$ cat src/rtl/shift_reg_piso_tx_if.sv
// Handshake and serial-stream bundle for the PISO transmitter.
// master: the side that offers words and paces the shifting.
// slave : the transmitter itself.
interface shift_reg_piso_tx_if #(
    parameter int WIDTH = 4
);
    logic             load_valid;
    logic [WIDTH-1:0] load_data;
    logic             load_ready;
    logic             shift_en;
    logic             ser_out;
    logic             ser_valid;
    logic             ser_last;
    logic             busy;

    modport master (
        output load_valid, load_data, shift_en,
        input  load_ready, ser_out, ser_valid, ser_last, busy
    );

    modport slave (
        input  load_valid, load_data, shift_en,
        output load_ready, ser_out, ser_valid, ser_last, busy
    );
endinterface

$ cat src/rtl/shift_reg_piso_tx.sv
// Parallel-in serial-out transmitter.
// Accepts a WIDTH-bit word on a valid/ready handshake and presents it one
// bit per shift_en edge, with a per-bit valid and a last-bit marker.
// Optional feature macro: SHIFT_PARITY_EN appends an even-parity bit after
// the payload and moves ser_last onto it.
//
// state     | meaning
// ----------+-----------------------------------------------------------
// ST_IDLE   | waiting for a word, load_ready=1, serial outputs at rest
// ST_SHIFT  | presenting payload bit bit_cnt, advances on shift_en
// ST_PARITY | presenting the parity bit (SHIFT_PARITY_EN builds only)
module shift_reg_piso_tx #(
    parameter int WIDTH     = 4,
    parameter bit MSB_FIRST = 1'b1
) (
    input  logic                 clk,
    input  logic                 rst,
    shift_reg_piso_tx_if.slave   tx
);
    localparam int               CNT_W    = $clog2(WIDTH + 1);
    localparam logic [CNT_W-1:0] LAST_IDX = CNT_W'(WIDTH - 1);

    typedef enum logic [1:0] {
        ST_IDLE   = 2'd0,
        ST_SHIFT  = 2'd1,
        ST_PARITY = 2'd2
    } state_t;

    state_t           r_state;
    state_t           w_state_nxt;
    logic [WIDTH-1:0] r_shift;
    logic [WIDTH-1:0] w_shift_nxt;
    logic [WIDTH-1:0] w_shift_rot;
    logic [CNT_W-1:0] r_bit_cnt;
    logic [CNT_W-1:0] w_bit_cnt_nxt;
    logic             r_ser_out;
    logic             w_ser_out_nxt;
    logic             r_ser_valid;
    logic             w_ser_valid_nxt;
    logic             r_ser_last;
    logic             w_ser_last_nxt;
    logic             r_load_ready;
    logic             w_load_ready_nxt;
    logic [WIDTH-1:0] w_load_data;
    logic             w_load_head;
    logic             w_rot_head;

    assign w_load_data = tx.load_data;

    // The word is rotated rather than shifted so the full captured word
    // (and therefore its parity) survives until the end of the frame.
    always_comb begin
        if (MSB_FIRST) begin
            w_shift_rot = {r_shift[WIDTH-2:0], r_shift[WIDTH-1]};
        end else begin
            w_shift_rot = {r_shift[0], r_shift[WIDTH-1:1]};
        end
    end

    assign w_load_head = MSB_FIRST ? w_load_data[WIDTH-1] : w_load_data[0];
    assign w_rot_head  = MSB_FIRST ? w_shift_rot[WIDTH-1] : w_shift_rot[0];

    // State and output registers; rst aborts any frame in progress.
    always_ff @(posedge clk or posedge rst) begin
        if (rst) begin
            r_state      <= ST_IDLE;
            r_shift      <= '0;
            r_bit_cnt    <= '0;
            r_ser_out    <= 1'b0;
            r_ser_valid  <= 1'b0;
            r_ser_last   <= 1'b0;
            r_load_ready <= 1'b1;
        end else begin
            r_state      <= w_state_nxt;
            r_shift      <= w_shift_nxt;
            r_bit_cnt    <= w_bit_cnt_nxt;
            r_ser_out    <= w_ser_out_nxt;
            r_ser_valid  <= w_ser_valid_nxt;
            r_ser_last   <= w_ser_last_nxt;
            r_load_ready <= w_load_ready_nxt;
        end
    end

    // Next-state and next-output decode.
    always_comb begin
        w_state_nxt      = r_state;
        w_shift_nxt      = r_shift;
        w_bit_cnt_nxt    = r_bit_cnt;
        w_ser_out_nxt    = r_ser_out;
        w_ser_valid_nxt  = r_ser_valid;
        w_ser_last_nxt   = r_ser_last;
        w_load_ready_nxt = r_load_ready;

        case (r_state)
            ST_IDLE: begin
                w_ser_out_nxt    = 1'b0;
                w_ser_valid_nxt  = 1'b0;
                w_ser_last_nxt   = 1'b0;
                w_load_ready_nxt = 1'b1;
                if (tx.load_valid) begin
                    w_state_nxt      = ST_SHIFT;
                    w_shift_nxt      = w_load_data;
                    w_bit_cnt_nxt    = '0;
                    w_ser_out_nxt    = w_load_head;
                    w_ser_valid_nxt  = 1'b1;
                    w_ser_last_nxt   = 1'b0;
                    w_load_ready_nxt = 1'b0;
                end
            end

            ST_SHIFT: begin
                if (tx.shift_en) begin
                    w_bit_cnt_nxt = r_bit_cnt + CNT_W'(1);
                    if (r_bit_cnt == LAST_IDX) begin
`ifdef SHIFT_PARITY_EN
                        w_state_nxt    = ST_PARITY;
                        w_ser_out_nxt  = ^r_shift;
                        w_ser_last_nxt = 1'b1;
`else
                        w_state_nxt      = ST_IDLE;
                        w_ser_out_nxt    = 1'b0;
                        w_ser_valid_nxt  = 1'b0;
                        w_ser_last_nxt   = 1'b0;
                        w_load_ready_nxt = 1'b1;
`endif
                    end else begin
                        w_shift_nxt   = w_shift_rot;
                        w_ser_out_nxt = w_rot_head;
`ifdef SHIFT_PARITY_EN
                        w_ser_last_nxt = 1'b0;
`else
                        w_ser_last_nxt = ((r_bit_cnt + CNT_W'(1)) == LAST_IDX);
`endif
                    end
                end
            end

`ifdef SHIFT_PARITY_EN
            ST_PARITY: begin
                if (tx.shift_en) begin
                    w_state_nxt      = ST_IDLE;
                    w_ser_out_nxt    = 1'b0;
                    w_ser_valid_nxt  = 1'b0;
                    w_ser_last_nxt   = 1'b0;
                    w_load_ready_nxt = 1'b1;
                end
            end
`endif

            default: begin
                w_state_nxt      = ST_IDLE;
                w_ser_out_nxt    = 1'b0;
                w_ser_valid_nxt  = 1'b0;
                w_ser_last_nxt   = 1'b0;
                w_load_ready_nxt = 1'b1;
            end
        endcase
    end

    assign tx.load_ready = r_load_ready;
    assign tx.ser_out    = r_ser_out;
    assign tx.ser_valid  = r_ser_valid;
    assign tx.ser_last   = r_ser_last;
    assign tx.busy       = r_ser_valid;

endmodule

$ cat src/flat_wrapper.sv
// flat-port wrapper written by rule: the top's interface ports become plain ports
module shift_reg_piso_tx_flat 
#(
    parameter int WIDTH     = 4,
    parameter bit MSB_FIRST = 1'b1
)
  (clk, rst, tx_load_valid, tx_load_data, tx_shift_en, tx_load_ready, tx_ser_out, tx_ser_valid, tx_ser_last, tx_busy);
  shift_reg_piso_tx_if #(.WIDTH(WIDTH)) tx_i ();
  input  logic clk;
  input  logic rst;
  input wire logic [$bits(tx_i.load_valid)-1:0] tx_load_valid;
  input wire logic [$bits(tx_i.load_data)-1:0] tx_load_data;
  input wire logic [$bits(tx_i.shift_en)-1:0] tx_shift_en;
  output wire logic [$bits(tx_i.load_ready)-1:0] tx_load_ready;
  output wire logic [$bits(tx_i.ser_out)-1:0] tx_ser_out;
  output wire logic [$bits(tx_i.ser_valid)-1:0] tx_ser_valid;
  output wire logic [$bits(tx_i.ser_last)-1:0] tx_ser_last;
  output wire logic [$bits(tx_i.busy)-1:0] tx_busy;
  assign tx_i.load_valid = tx_load_valid;
  assign tx_i.load_data = tx_load_data;
  assign tx_i.shift_en = tx_shift_en;
  assign tx_load_ready = tx_i.load_ready;
  assign tx_ser_out = tx_i.ser_out;
  assign tx_ser_valid = tx_i.ser_valid;
  assign tx_ser_last = tx_i.ser_last;
  assign tx_busy = tx_i.busy;
  shift_reg_piso_tx #(.WIDTH(WIDTH), .MSB_FIRST(MSB_FIRST)) u_core (.clk(clk), .rst(rst), .tx(tx_i));
endmodule
$ cat config.mk
export PLATFORM = sky130hd
export DESIGN_NAME = shift_reg_piso_tx_flat
export DESIGN_NICKNAME = d
export VERILOG_FILES = /design/src/rtl/shift_reg_piso_tx_if.sv /design/src/rtl/shift_reg_piso_tx.sv /design/src/flat_wrapper.sv
export SDC_FILE = /design/constraint.sdc
export NUM_CORES = 1
export LEC_CHECK = 0
export BUFFER_PORTS_ARGS = -buffer_cell sky130_fd_sc_hd__buf_2
export CAP_MARGIN = 10
export CORE_AREA = 2 2 39 41
export CTS_CLUSTER_SIZE = 14
export DETAILED_ROUTE_END_ITERATION = 10
export DIE_AREA = 0 0 41 43
export HOLD_SLACK_MARGIN = 0.12
export PLACE_DENSITY = 0.69
export SYNTH_ARGS = -nofsm -noshare
export SYNTH_HDL_FRONTEND = slang
export SYNTH_SLANG_ARGS = --single-unit
$ cat constraint.sdc
create_clock -name clk -period 1.6 [get_ports clk]
set_input_delay 0.08 -clock clk [delete_from_list [all_inputs] [get_ports clk]]
set_output_delay 0.08 -clock clk [all_outputs]
set_load 0.02 [all_outputs]
### Word level (Yosys, flattened, before mapping)

Cells that the tools add are included.
Widths: inputs -> output; s select.

* register bits after elaboration: 13
* bits of input ports: 8
* output and inout bits: 5
* word-level logic and storage cells: 47

* add/subtract/negate cells: 1
* equal/unequal tests: 7
* mux-type cells: 26
* reduce and logical (&&, ||, !) cells: 6

Operators by type and width (count)
* $mux 1: 12
* $mux 4: 3
* $pmux 4 s2: 1
* $eq 3x2->1 const B: 2
* $mux 2: 3
* $mux 3: 2
* $ne 2x2->1 const B: 3
* $pmux 1 s2: 3
* $pmux 3 s2: 1
* $reduce_and 3->1: 2
* $pmux 2 s2: 1
* $reduce_and 4->1: 1
* $add 3x1->3 const B: 1
* $eq 2x1->1 const B: 1
* $logic_not 2->1: 1
* $ne 2x1->1 const B: 1
* $reduce_and 2->1: 1
* $reduce_bool 2->1: 1

### Depth between registers and ports, before layout

* depth in word-level cells: 5
* mapped depth: 5
* mapped depth without buffers: 5

### Least setup slack after synthesis

No wires, ideal clock.

* path type: register to register
* from: register u_core.r_bit_cnt[0]
* to: register u_core.r_shift[0]
* library setup time: 126 ps
* data arrival time: 1270 ps
* required time: 1474 ps
* slack: 204 ps
* stages on the path, launching flop included: 6
* buffers on the path: 0
* period minus slack after synthesis: 1396 ps
* cell sequence: dfrtp_1 ha_1 ha_1 nand3b_2 o22ai_1 a21oi_1

* longest elaborated chain between the ends: 3

RTL lines
* from (decl): line shift_reg_piso_tx.sv:34 `logic [CNT_W-1:0] r_bit_cnt;`
* from (signal assigned): line shift_reg_piso_tx.sv:76 `r_bit_cnt <= w_bit_cnt_nxt;`
* $eq 3x2->1: line shift_reg_piso_tx.sv:114 `if (r_bit_cnt == LAST_IDX) begin`
* $ne 2x2->1 (no source line)
* $reduce_and 4->1 (no source line)
* to (signal assigned): line shift_reg_piso_tx.sv:75 `r_shift <= w_shift_nxt;`
* to (decl): line shift_reg_piso_tx.sv:31 `logic [WIDTH-1:0] r_shift;`

No other way between the ends.
A chain may end at the register's enable or synchronous reset.

### Worst setup path after layout

* from: register u_core.r_bit_cnt[1]
* to: register u_core.r_shift[1]

Same word-level chain as after synthesis.

==> summary.md <==
| Metric | Value |
|---|---|
| Post-Syn Area | 608 um^2 |
| Vias after detailed routing | 471 |
| Gr ovfl total | 0 |
| Port buffer count | 12 |
| Final count of pins violating max slew | 0 |
| Final core occ | 0.547 |
| Fin area | 757 um^2 |
| 1st-iter DRT viols | 4 |
| Synth Area in Compound Gates | 0.169 |
| Worst path required time | 1.76 ns |
| Post-route setup TNS | 0 ns |
| Crit path kind | register to register |
| Worst r2r src | u_core.r_bit_cnt[1] |
| Final Routed Wirelength | 1160 um |
| Initial Util | 0.439 |
| Floorplan core area | 0.00138 mm^2 |
| CP max-delay cell | dfrtp_1 |
| Final Cycle Share | 0.897 |
| Max VDD drop | 0.735 mV |
| Register area share after synthesis | 0.496 |
| Die area | 0.00176 mm^2 |
| Area after DPL | 662 um^2 |
| #FFs+latches synth | 12 |
| Worst Path Buf+Inv | 0 |
| Die X | 41 um |
| Max cap viols | 0 |
| FF-to-FF End | u_core.r_shift[1] |
| CTS tree | yes |
| Leakage power | 0.375 nW |
| GP Congestion | 0.742 |
| FILL cells | 129 |
| Min Tclk post-route | 1.43 ns |
| Worst hold slack | 0.192 ns |
| Vias per cell | 5.06 |
| DRT Pass-1 Iters | 4 |
| R2R depth | 5 |
| Vias in the first global route | 436 |
| Placed Instances | 83 |
| Worst min path class | primary input to register |
| # nets final | 89 |
| Critical Path Max Stage Delay | 0.43 ns |
| Total global-route track usage | 0.174 |
| Cell breakdown of the critical path | ha_1, ha_1, nand3b_4, o22ai_1, a21oi_1 |
| # IOs | 13 |
| N_diodes | 0 |
| FP Rows | 14 |
| Mux contribution to synthesized area | 0 |
| Detailed Place HPWL | 815 um |
| DRC viols | 0 |
| Worst R2R Setup Slack | 0.17 ns |
| Xor/xnor share of the synthesized area | 0.0144 |
| Worst-path clk slew | 0.08 ns |
| Share of post-route cells with drive strength above 1 | 0.273 |
| Die Height | 43 um |
| Critical path endpoint category | register |
| YS warnings | 0 |
| WP data arrival | 1.59 ns |
| Worst Setup Start Kind | register |
| Final hold vios | 0 |
| Post-Synth Adder-Cell Area | 0.0617 |
| Largest delay share family, worst path | adder cells |
| Largest net degree at the start of global routing | 15 |
| Max FO, Critical Path | 7 |
| Final Skew | 0.00978 ns |
| Slew HR | 0.680 |
| First-pass GRT wire length | 1980 um |
| Post-synthesis simple-gate area fraction | 0.191 |
| CTS Buf Count | 3 |
| Final setup fails | 0 |
| Number of routed nets with antenna violations | 0 |
| Status | finished clean |
| Area growth syn-to-layout | 24.5% |
| CTS H-tree depth | 1 |
| Total clock sinks | 12 |
| Distinct cells, synth | 25 |
| WHS Path Cells | 3 |
| Power Dens Cells | 1770 mW/mm^2 |
| RSZ-0062 raised after global routing | no |
| Final instance count without filler cells | 93 |
| Worst-Skew Late Latency | 0.28 ns |
| Initial antenna violation count | 0 |
| Clk buf depth | 2 |
| HP Start | tx_shift_en |
| Main combinational cell family by area after synthesis | simple AND/OR/NAND/NOR gates |
| Worst Tran Pin Value | 0.480 ns |
| Most used cell, CP | ha_1 |
| Drt wl/cell | 12.5 um |
| Fmax | 697 MHz |
| Post-Syn Area per Cell | 10.5 um^2 |
| Worst hold endpoint | u_core.r_shift[1] |
| Synthesized net count | 69 |
| Root buffer cell | clkbuf_4 |
| Mapped Cells | 58 |
[cells in the final DEF, fill, tap and decap left out, types with 2 or more instances in the layout]
master / synthesis / final
a21oi_1: 3 / 3
buf_2: 0 / 12
clkbuf_4: 0 / 3
dfrtp_1: 11 / 11
dlygate4sd3_1: 0 / 6
ha_1: 3 / 3
inv_1: 4 / 4
nand2_1: 8 / 8
nand3_1: 3 / 3
nor2_1: 4 / 4
o22ai_1: 3 / 3
o31ai_1: 2 / 2
[logic make-up after synthesis]
family | Yosys count
buf+inv | 7
flops | 12
fa+ha+maj | 3
compound gates | 14
simple gates | 21
xor+xnor | 1
[worst min-delay path, delay by kind of cell]
kind                   cells  cell delay [ns]
buffers and inverters      1             0.15
AO/OA/AOI/OAI              1             0.06
AND/OR/NAND/NOR            1             0.12
[where the power goes]
part / leakage [nW] / internal, mW / switching, mW
Clock: 0.0150 / 0.0966 / 0.102
Combinational: 0.220 / 0.256 / 0.297
Sequential: 0.141 / 0.455 / 0.132
Total: 0.375 / 0.807 / 0.531
[cell usage after synthesis]
library cell | number | area, um^2
a32oi_2 | 1 | 16.3
o31ai_1 | 2 | 15.0
nor2b_4 | 1 | 13.8
nand2_1 | 8 | 30.0
buf_4 | 2 | 15.0
o22ai_1 | 3 | 18.8
buf_6 | 1 | 11.3
nand3b_2 | 1 | 11.3
and2b_4 | 1 | 10.0
nor2_1 | 4 | 15.0
dfstp_2 | 1 | 26.3
nand2b_1 | 1 | 6.26
o211ai_1 | 1 | 7.51
o21ai_0 | 1 | 5.00
a22o_1 | 1 | 8.76
a21oi_1 | 3 | 15.0
ha_1 | 3 | 37.5
nand3_1 | 3 | 15.0
dfrtp_1 | 11 | 275
xor2_1 | 1 | 8.76
a32oi_1 | 1 | 8.76
inv_1 | 4 | 15.0
o21a_1 | 1 | 7.51
nand2b_2 | 1 | 8.76
nor2b_1 | 1 | 6.26
[final cells by class]
type | count | area (um^2) | share of cell area
sequential | 12 | 302 | 0.398
inverter | 4 | 15.0 | 0.0198
timing repair buffer | 18 | 120 | 0.159
multi-input combinational | 39 | 274 | 0.362
clock buffer | 4 | 26.3 | 0.0347
tap | 16 | 20.0 | 0.0264
[stage by stage]
stage                     power [mW]  worst slack [ns]
final                           1.34             0.165
after global routing            1.46            0.0750
after CTS                       1.34            0.0593
after detailed placement        1.12             0.102
after global placement          1.10             0.125
after floorplan                 1.00             0.204
[state kept, by name (all words and copies together), names as in the netlist]
name / flops
u_core.r_bit_cnt: 3
u_core.r_shift: 4
u_core.r_state: 1
u_core.tx.busy: 1
u_core.tx.load_ready: 1
u_core.tx.ser_last: 1
u_core.tx.ser_out: 1
[layer usage]
| layer | part of all wire | vias up | global-route usage |
|---|---|---|---|
| li1 | - | 238 | - |
| met1 | 0.45 | 216 | 0.242 |
| met2 | 0.49 | 13 | 0.234 |
| met3 | 0.049 | 4 | 0.0471 |
| met4 | 0.010 | 0 | 0.100 |
| met5 | 0 | - | 0 |
[repair_timing]
action                                  in CTS  in global routing
endpoints found under the hold margin       18                  0
hold buffers                                 6                  0
endpoints found under the setup margin       0                  3
buffers inserted                             0                  0
gates resized for setup                      0                  1
[worst max path at each step]
stage	from	to	slack (ns)	cells past startpoint
after floorplan	u_core.r_bit_cnt[0]	u_core.r_shift[0]	0.20	5
after global routing	u_core.r_bit_cnt[1]	u_core.r_shift[1]	0.08	5
after CTS	u_core.r_bit_cnt[1]	u_core.r_shift[1]	0.06	5
after global placement	u_core.r_bit_cnt[0]	u_core.r_shift[1]	0.13	5
after detailed placement	u_core.r_bit_cnt[1]	u_core.r_shift[0]	0.10	5
final	u_core.r_bit_cnt[1]	u_core.r_shift[1]	0.17	5
No activity file was read; power rests on OpenSTA's default activity.
